$ cat config.mk
export PLATFORM = sky130hd
export DESIGN_NAME = register_scoreboard_flat
export DESIGN_NICKNAME = d
export VERILOG_FILES = /design/src/rtl/register_scoreboard_if.sv /design/src/rtl/register_scoreboard.sv /design/src/flat_wrapper.sv
export SDC_FILE = /design/constraint.sdc
export NUM_CORES = 1
export LEC_CHECK = 0
export ABC_AREA = 1
export CORE_ASPECT_RATIO = 1.4
export CORE_MARGIN = 3
export CORE_UTILIZATION = 25
export CTS_CLUSTER_DIAMETER = 120
export DETAILED_ROUTE_END_ITERATION = 12
export GPL_TIMING_DRIVEN = 0
export SYNTH_ARGS = -nofsm -noshare
export SYNTH_HDL_FRONTEND = slang
export SYNTH_SLANG_ARGS = --single-unit
$ cat constraint.sdc
create_clock -name clk -period 8 [get_ports clk]
set_clock_uncertainty 0.15 [all_clocks]
set_input_delay 1.2 -clock clk [delete_from_list [all_inputs] [get_ports clk]]
set_output_delay 1.2 -clock clk [all_outputs]
set_load 0.1 [all_outputs]
$ cat src/rtl/register_scoreboard_if.sv
// Decode/completion bundle for the register scoreboard.
// Latency: n/a (signal bundle only).
// Backpressure: none here; the scoreboard answers with a combinational stall.
//
// slave  : seen by the scoreboard (decode + completion in, stall/status out)
// master : seen by the pipeline driving decode and long-latency completion
interface register_scoreboard_if #(
    parameter int NUM_REGS = 32,
    parameter int CNT_W    = 16
);
    localparam int RW = $clog2(NUM_REGS);
    localparam int OW = $clog2(NUM_REGS) + 1;

    // decode stage
    logic          ID_valid;
    logic [RW-1:0] ID_Rs1;
    logic [RW-1:0] ID_Rs2;
    logic          ID_uses_rs1;
    logic          ID_uses_rs2;
    logic [RW-1:0] ID_Rd;
    logic          ID_RegWrite;
    logic          ID_long_latency;
    logic          flush;

    // long-latency completion / squash
    logic          LL_done;
    logic [RW-1:0] LL_Rd;
    logic          LL_kill;
    logic [RW-1:0] LL_kill_Rd;

    // scoreboard results
    logic                stall;
    logic [NUM_REGS-1:0] pending_mask;
    logic [OW-1:0]       outstanding;
    logic [CNT_W-1:0]    stall_cycles;
    logic                hazard_timeout;

    modport slave (
        input  ID_valid, ID_Rs1, ID_Rs2, ID_uses_rs1, ID_uses_rs2,
        input  ID_Rd, ID_RegWrite, ID_long_latency, flush,
        input  LL_done, LL_Rd, LL_kill, LL_kill_Rd,
        output stall, pending_mask, outstanding, stall_cycles, hazard_timeout
    );

    modport master (
        output ID_valid, ID_Rs1, ID_Rs2, ID_uses_rs1, ID_uses_rs2,
        output ID_Rd, ID_RegWrite, ID_long_latency, flush,
        output LL_done, LL_Rd, LL_kill, LL_kill_Rd,
        input  stall, pending_mask, outstanding, stall_cycles, hazard_timeout
    );
endinterface

$ cat src/rtl/register_scoreboard.sv
// Pending-destination scoreboard for long-latency ops; drives the decode stall.
// Latency: stall is combinational on decode inputs; pending bits update at the next edge.
// Backpressure: stall holds PC and IF/ID; no internal buffering, nothing is ever dropped.
//
// Ports:
//   clk   - core clock, rising edge
//   rst_n - asynchronous active-low reset, clears all state immediately
//   sb    - register_scoreboard_if.slave: decode operands/destination, flush,
//           LL completion and kill in; stall, pending_mask, outstanding,
//           stall_cycles and the sticky hazard_timeout watchdog flag out
module register_scoreboard #(
    parameter int NUM_REGS = 32,
    parameter int CNT_W    = 16,
    parameter int TIMEOUT  = 255
) (
    input  logic clk,
    input  logic rst_n,
    register_scoreboard_if.slave sb
);
    localparam int RW    = $clog2(NUM_REGS);
    localparam int OW    = RW + 1;
    localparam int RUN_W = $clog2(TIMEOUT + 1);

    logic [NUM_REGS-1:0] pending_q, pending_d;
    logic [NUM_REGS-1:0] eff;
    logic [OW-1:0]       outstanding_q, outstanding_d;
    logic [CNT_W-1:0]    stall_cnt_q, stall_cnt_d;
    logic [RUN_W-1:0]    run_q, run_d;
    logic                timeout_q, timeout_d;

    logic hit_rs1, hit_rs2, hit_rd;
    logic stall;
    logic issue;

    // Effective pending: a result written back (or killed) this cycle no longer
    // blocks anyone; the WB bypass supplies the data to a released consumer.
    always_comb begin
        eff = pending_q;
        for (int r = 0; r < NUM_REGS; r++) begin
            if (sb.LL_done && (sb.LL_Rd == RW'(r))) begin
                eff[r] = 1'b0;
            end
            if (sb.LL_kill && (sb.LL_kill_Rd == RW'(r))) begin
                eff[r] = 1'b0;
            end
        end
        eff[0] = 1'b0;
    end

    // The Rd term is the WAW guard: at most one outstanding producer per register.
    always_comb begin
        hit_rs1 = sb.ID_uses_rs1 && (sb.ID_Rs1 != '0) && eff[sb.ID_Rs1];
        hit_rs2 = sb.ID_uses_rs2 && (sb.ID_Rs2 != '0) && eff[sb.ID_Rs2];
        hit_rd  = sb.ID_RegWrite && (sb.ID_Rd  != '0) && eff[sb.ID_Rd];
        stall   = sb.ID_valid && !sb.flush && (hit_rs1 || hit_rs2 || hit_rd);
        issue   = sb.ID_valid && !sb.flush && !stall && sb.ID_RegWrite &&
                  sb.ID_long_latency && (sb.ID_Rd != '0);
    end

    // Next pending set starts from eff so clears apply first; an issue to a
    // register being cleared this same cycle therefore wins and stays set.
    always_comb begin
        pending_d = eff;
        if (issue) begin
            pending_d[sb.ID_Rd] = 1'b1;
        end
        pending_d[0] = 1'b0;

        outstanding_d = '0;
        for (int r = 0; r < NUM_REGS; r++) begin
            outstanding_d = outstanding_d + OW'(pending_d[r]);
        end
    end

    // Stall-cycle counter (saturating) and consecutive-stall watchdog.
    always_comb begin
        stall_cnt_d = stall_cnt_q;
        if (stall && (stall_cnt_q != '1)) begin
            stall_cnt_d = stall_cnt_q + 1'b1;
        end

        run_d = run_q;
        if (!stall) begin
            run_d = '0;
        end else if (run_q != RUN_W'(TIMEOUT)) begin
            run_d = run_q + 1'b1;
        end

        // Fires on the edge where the run of stalls reaches TIMEOUT; sticky.
        timeout_d = timeout_q || (stall && (run_d == RUN_W'(TIMEOUT)));
    end

    always_ff @(posedge clk or negedge rst_n) begin
        if (!rst_n) begin
            pending_q     <= '0;
            outstanding_q <= '0;
            stall_cnt_q   <= '0;
            run_q         <= '0;
            timeout_q     <= 1'b0;
        end else begin
            pending_q     <= pending_d;
            outstanding_q <= outstanding_d;
            stall_cnt_q   <= stall_cnt_d;
            run_q         <= run_d;
            timeout_q     <= timeout_d;
        end
    end

    // During reset pending_q is zero, so stall is already forced low.
    assign sb.stall          = stall;
    assign sb.pending_mask   = pending_q;
    assign sb.outstanding    = outstanding_q;
    assign sb.stall_cycles   = stall_cnt_q;
    assign sb.hazard_timeout = timeout_q;

endmodule
$ cat src/flat_wrapper.sv
// flat-port wrapper written by rule: the top's interface ports become plain ports
module register_scoreboard_flat 
#(
    parameter int NUM_REGS = 32,
    parameter int CNT_W    = 16,
    parameter int TIMEOUT  = 255
)
  (clk, rst_n, sb_ID_valid, sb_ID_Rs1, sb_ID_Rs2, sb_ID_uses_rs1, sb_ID_uses_rs2, sb_ID_Rd, sb_ID_RegWrite, sb_ID_long_latency, sb_flush, sb_LL_done, sb_LL_Rd, sb_LL_kill, sb_LL_kill_Rd, sb_stall, sb_pending_mask, sb_outstanding, sb_stall_cycles, sb_hazard_timeout);
  register_scoreboard_if #(.NUM_REGS(NUM_REGS), .CNT_W(CNT_W)) sb_i ();
  input  logic clk;
  input  logic rst_n;
  input wire logic [$bits(sb_i.ID_valid)-1:0] sb_ID_valid;
  input wire logic [$bits(sb_i.ID_Rs1)-1:0] sb_ID_Rs1;
  input wire logic [$bits(sb_i.ID_Rs2)-1:0] sb_ID_Rs2;
  input wire logic [$bits(sb_i.ID_uses_rs1)-1:0] sb_ID_uses_rs1;
  input wire logic [$bits(sb_i.ID_uses_rs2)-1:0] sb_ID_uses_rs2;
  input wire logic [$bits(sb_i.ID_Rd)-1:0] sb_ID_Rd;
  input wire logic [$bits(sb_i.ID_RegWrite)-1:0] sb_ID_RegWrite;
  input wire logic [$bits(sb_i.ID_long_latency)-1:0] sb_ID_long_latency;
  input wire logic [$bits(sb_i.flush)-1:0] sb_flush;
  input wire logic [$bits(sb_i.LL_done)-1:0] sb_LL_done;
  input wire logic [$bits(sb_i.LL_Rd)-1:0] sb_LL_Rd;
  input wire logic [$bits(sb_i.LL_kill)-1:0] sb_LL_kill;
  input wire logic [$bits(sb_i.LL_kill_Rd)-1:0] sb_LL_kill_Rd;
  output wire logic [$bits(sb_i.stall)-1:0] sb_stall;
  output wire logic [$bits(sb_i.pending_mask)-1:0] sb_pending_mask;
  output wire logic [$bits(sb_i.outstanding)-1:0] sb_outstanding;
  output wire logic [$bits(sb_i.stall_cycles)-1:0] sb_stall_cycles;
  output wire logic [$bits(sb_i.hazard_timeout)-1:0] sb_hazard_timeout;
  assign sb_i.ID_valid = sb_ID_valid;
  assign sb_i.ID_Rs1 = sb_ID_Rs1;
  assign sb_i.ID_Rs2 = sb_ID_Rs2;
  assign sb_i.ID_uses_rs1 = sb_ID_uses_rs1;
  assign sb_i.ID_uses_rs2 = sb_ID_uses_rs2;
  assign sb_i.ID_Rd = sb_ID_Rd;
  assign sb_i.ID_RegWrite = sb_ID_RegWrite;
  assign sb_i.ID_long_latency = sb_ID_long_latency;
  assign sb_i.flush = sb_flush;
  assign sb_i.LL_done = sb_LL_done;
  assign sb_i.LL_Rd = sb_LL_Rd;
  assign sb_i.LL_kill = sb_LL_kill;
  assign sb_i.LL_kill_Rd = sb_LL_kill_Rd;
  assign sb_stall = sb_i.stall;
  assign sb_pending_mask = sb_i.pending_mask;
  assign sb_outstanding = sb_i.outstanding;
  assign sb_stall_cycles = sb_i.stall_cycles;
  assign sb_hazard_timeout = sb_i.hazard_timeout;
  register_scoreboard #(.NUM_REGS(NUM_REGS), .CNT_W(CNT_W), .TIMEOUT(TIMEOUT)) u_core (.clk(clk), .rst_n(rst_n), .sb(sb_i));
endmodule
==> qor.csv <==
stage;metric;value;unit
run_status;status;finished clean;
drt;routed len/inst;17.5;um
drt;DR WL met3;1.24;mm
synth;Avg Cell Area, Syn;6.85;sq um
floorplan;Row Count;63;
drt;wire length on met2;10.4;mm
drt;Initial DRC Count;360;
layout;most common cell after layout, fill and taps aside;nand2_1;
layout;Register Area;1550;sq um
timing;f_max;0.129;GHz
floorplan;Die Span Y;180;um
drt;Total Wirelength;20.3;mm
critical_path;Crit path buffers/inverters;8;
layout;# fillers;2247;
synth;Post-synth EDFFs;0;
layout;share of cells above drive strength 1;0.127;
critical_path;Worst path slowest cell;fa_1;
layout;most frequent cells in the layout;205 x nand2_1, 110 x inv_1, 103 x nand3_1, 75 x clkdlybuf4s50_1, 66 x nor2_1;
critical_path;Critical Path End Type;flip-flop;
clocking;hold_buf cts;0;
synth;Synth area leader;dfrtp_1;
synth;sequential-to-total area share from yosys stat;0.287;
synth;Syn Nets;860;
critical_path;crit-path leading delay family;adder cells;
placed_design;detailed placer's ending HPWL;16.5;mm
grt;initial antenna violation count;0;
power_and_ir_drop;Int Pwr;701;uW
floorplan;die area;23500;sq um
drt;M1 WL;7.41;mm
power_and_ir_drop;clock power share;0.337;
placed_design;I/O Buffers;85;
placed_design;Routability Congestion;0.962;
drt;top layer in use;met4;
placed_design;DP Area;6590;sq um
clocking;CTS sink count;62;
power_and_ir_drop;maximum vdd ir drop;0.000228;V
critical_path;Startpoint Class;primary input;
layout;area of the multi-input gates;3490;sq um
power_and_ir_drop;part of the power in registers;0.303;
clocking;CTS root buffer;clkbuf_16;
layout;diode count;0;
power_and_ir_drop;power density over cell area;164;nW/um^2
layout;final std cells w/o fill;1158;
synth;Mapped Area;5420;sq um
drt;DRC Markers;0;
clocking;Worst-Skew Late Latency;330;ps
clocking;cts bufs inserted;9;
power_and_ir_drop;LEAKAGE;3.22;nW
timing;Final Hold Fails;0;
grt;gr usage total;0.171;
synth;ranking of synthesized cells by area;dfrtp_1 29%, nand2_1 15%, nand3_1 11%, fa_1 8.5%, inv_1 7.7%;
layout;final non-filler cell area;7160;sq um
power_and_ir_drop;Design Power;1.17;mW
floorplan;I/O pins;91;
power_and_ir_drop;Net Sw Frac;0.402;
layout;Area Growth Syn to Fin;32.2;%
clocking;TritonCTS clock tree;yes;
grt;global-route wire length before repair;31.2;mm
clocking;Max H-tree Level;3;
layout;Final Util;0.338;
critical_path;crit path DAT;7840;ps
critical_path;r2r startpoint;u_core.sb.pending_mask[8];
synth;post-synthesis register bit count;62;
synth;ys async rst share;1.00;
synth;YS warnings;0;
synth;Netlist cell types;38;
grt;vias in the first global route;5814;
floorplan;Core Region;21200;sq um
timing;post-route setup TNS;0;ps
worst_hold_path;hold path startpoint;u_core.sb.hazard_timeout;
critical_path;most used cell, CP;fa_1;
drt;vias post-DR;5715;
clocking;Reg clk slew, reported paths;60;ps
synth;cell count after synthesis;791;
synth;dominant synthesized flop cell;dfrtp_1;
drt;Post-DRT Antenna Nets;0;
worst_hold_path;Hold Crit Class;flip-flop to flip-flop;
clocking;Clock Path Buffers;2;
layout;nets;962;
drt;DR vias/cell;4.94;
synth;Synth top area share;0.287;
floorplan;Starting Density;0.255;
critical_path;Worst Path Required;8060;ps
flow_run;max-cap viol count;0;
critical_path;Crit Path Category;primary input to flip-flop;
critical_path;largest fanout on the critical path;10;
timing;Max-Slew Margin vs Limit;0.322;
grt;largest net degree at the start of global routing;63;
floorplan;Die Span X;130;um
drt;router iterations before antenna repair;5;
power_and_ir_drop;Comb pwr share;0.359;
timing;Min Clock Period, post-route;7780;ps
critical_path;Worst path max stage delay;550;ps
timing;Tcrit/Tclk final;0.972;
critical_path;CP startpoint;sb_LL_kill;
timing;Final Slew Violations;0;
placed_design;placed instance count;1136;
timing;Setup Viol. Count Final;0;
power_and_ir_drop;Net Switching;470;uW
timing;Slew @ Worst Pin;1010;ps
grt;total gr overflow;0;
sequential cells by signal, summed over array words and instances (netlist names):
signal	flops
u_core.sb.pending_mask	31
u_core.sb.outstanding	6
u_core.run_q	8
u_core.sb.stall_cycles	16
u_core.sb.hazard_timeout	1
final timing paths:
kind	end	slack, ps	cells after the start
min	u_core.sb.hazard_timeout	330	1
min in group asynchronous	u_core.sb.stall_cycles[3]	830	1
max reg2reg	u_core.sb.outstanding[5]	1580	27
min reg2reg	u_core.sb.hazard_timeout	330	1
max	u_core.sb.outstanding[5]	220	33
max in group asynchronous	u_core.sb.outstanding[3]	6300	1
cell families after synthesis:
kind of cell,Yosys count,synth area share
buffers and inverters,137,0.103
and+or+nand+nor,479,0.397
AOI/OAI and AO/OA,59,0.0716
xor gates and xnor gates,19,0.0307
other,1,0.000692
DFF,62,0.287
adders and majority gates,34,0.110
per-layer routing:
metal  up-vias  global-route usage
li1       2761                   -
met5         -                   0
met3        65              0.0332
met1      2650               0.185
met2       239               0.302
met4         0               0.101
power groups by stage:
| stage | logic [mW] | clock network (mW) | registers, mW |
|---|---|---|---|
| 6_report | 0.421 | 0.395 | 0.355 |
| 2_1_floorplan | 0.149 | 0 | 0.494 |
| 5_1_grt | 0.453 | 0.420 | 0.358 |
| 3_5_place_dp | 0.412 | 0 | 0.359 |
| 3_3_place_gp | 0.411 | 0 | 0.360 |
| 4_1_cts | 0.420 | 0.406 | 0.355 |
synthesized netlist by cell type, types with 6 or more instances:
master	instances
nand2_1	214
nand3_1	116
inv_1	111
nor2_1	78
dfrtp_1	62
nand4_1	43
fa_1	23
o21ai_0	23
o21ai_2	20
xor2_1	15
ha_1	11
buf_2	9
a21oi_1	6
buf_4	6
nor3_1	6
timing repair:
| item | in CTS | in global routing |
|---|---|---|
| gates cloned | 0 | 0 |
| setup buffers | 1 | 5 |
| gates resized for setup | 38 | 32 |
| pin swaps | 1 | 7 |
| hold endpoints to repair | 0 | 0 |
| setup endpoints to repair | 5 | 5 |
per-stage QoR:
stage               hold slack (ps)  worst slack, ps
floorplan                       413              788
global placement                320             -745
detailed placement              321             -772
CTS                             337             14.1
global route                    373            -22.9
finish                          334              224
cell type report:
class                   count  area share
inverters                 116      0.0615
well taps                 260      0.0454
flip-flops and latches     62       0.217
multi-input cells         592       0.487
plain buffers              21      0.0208
clock inverters             5     0.00821
repair buffers             91       0.126
clock buffers              11      0.0339
No activity file was read; power rests on OpenSTA's default activity.
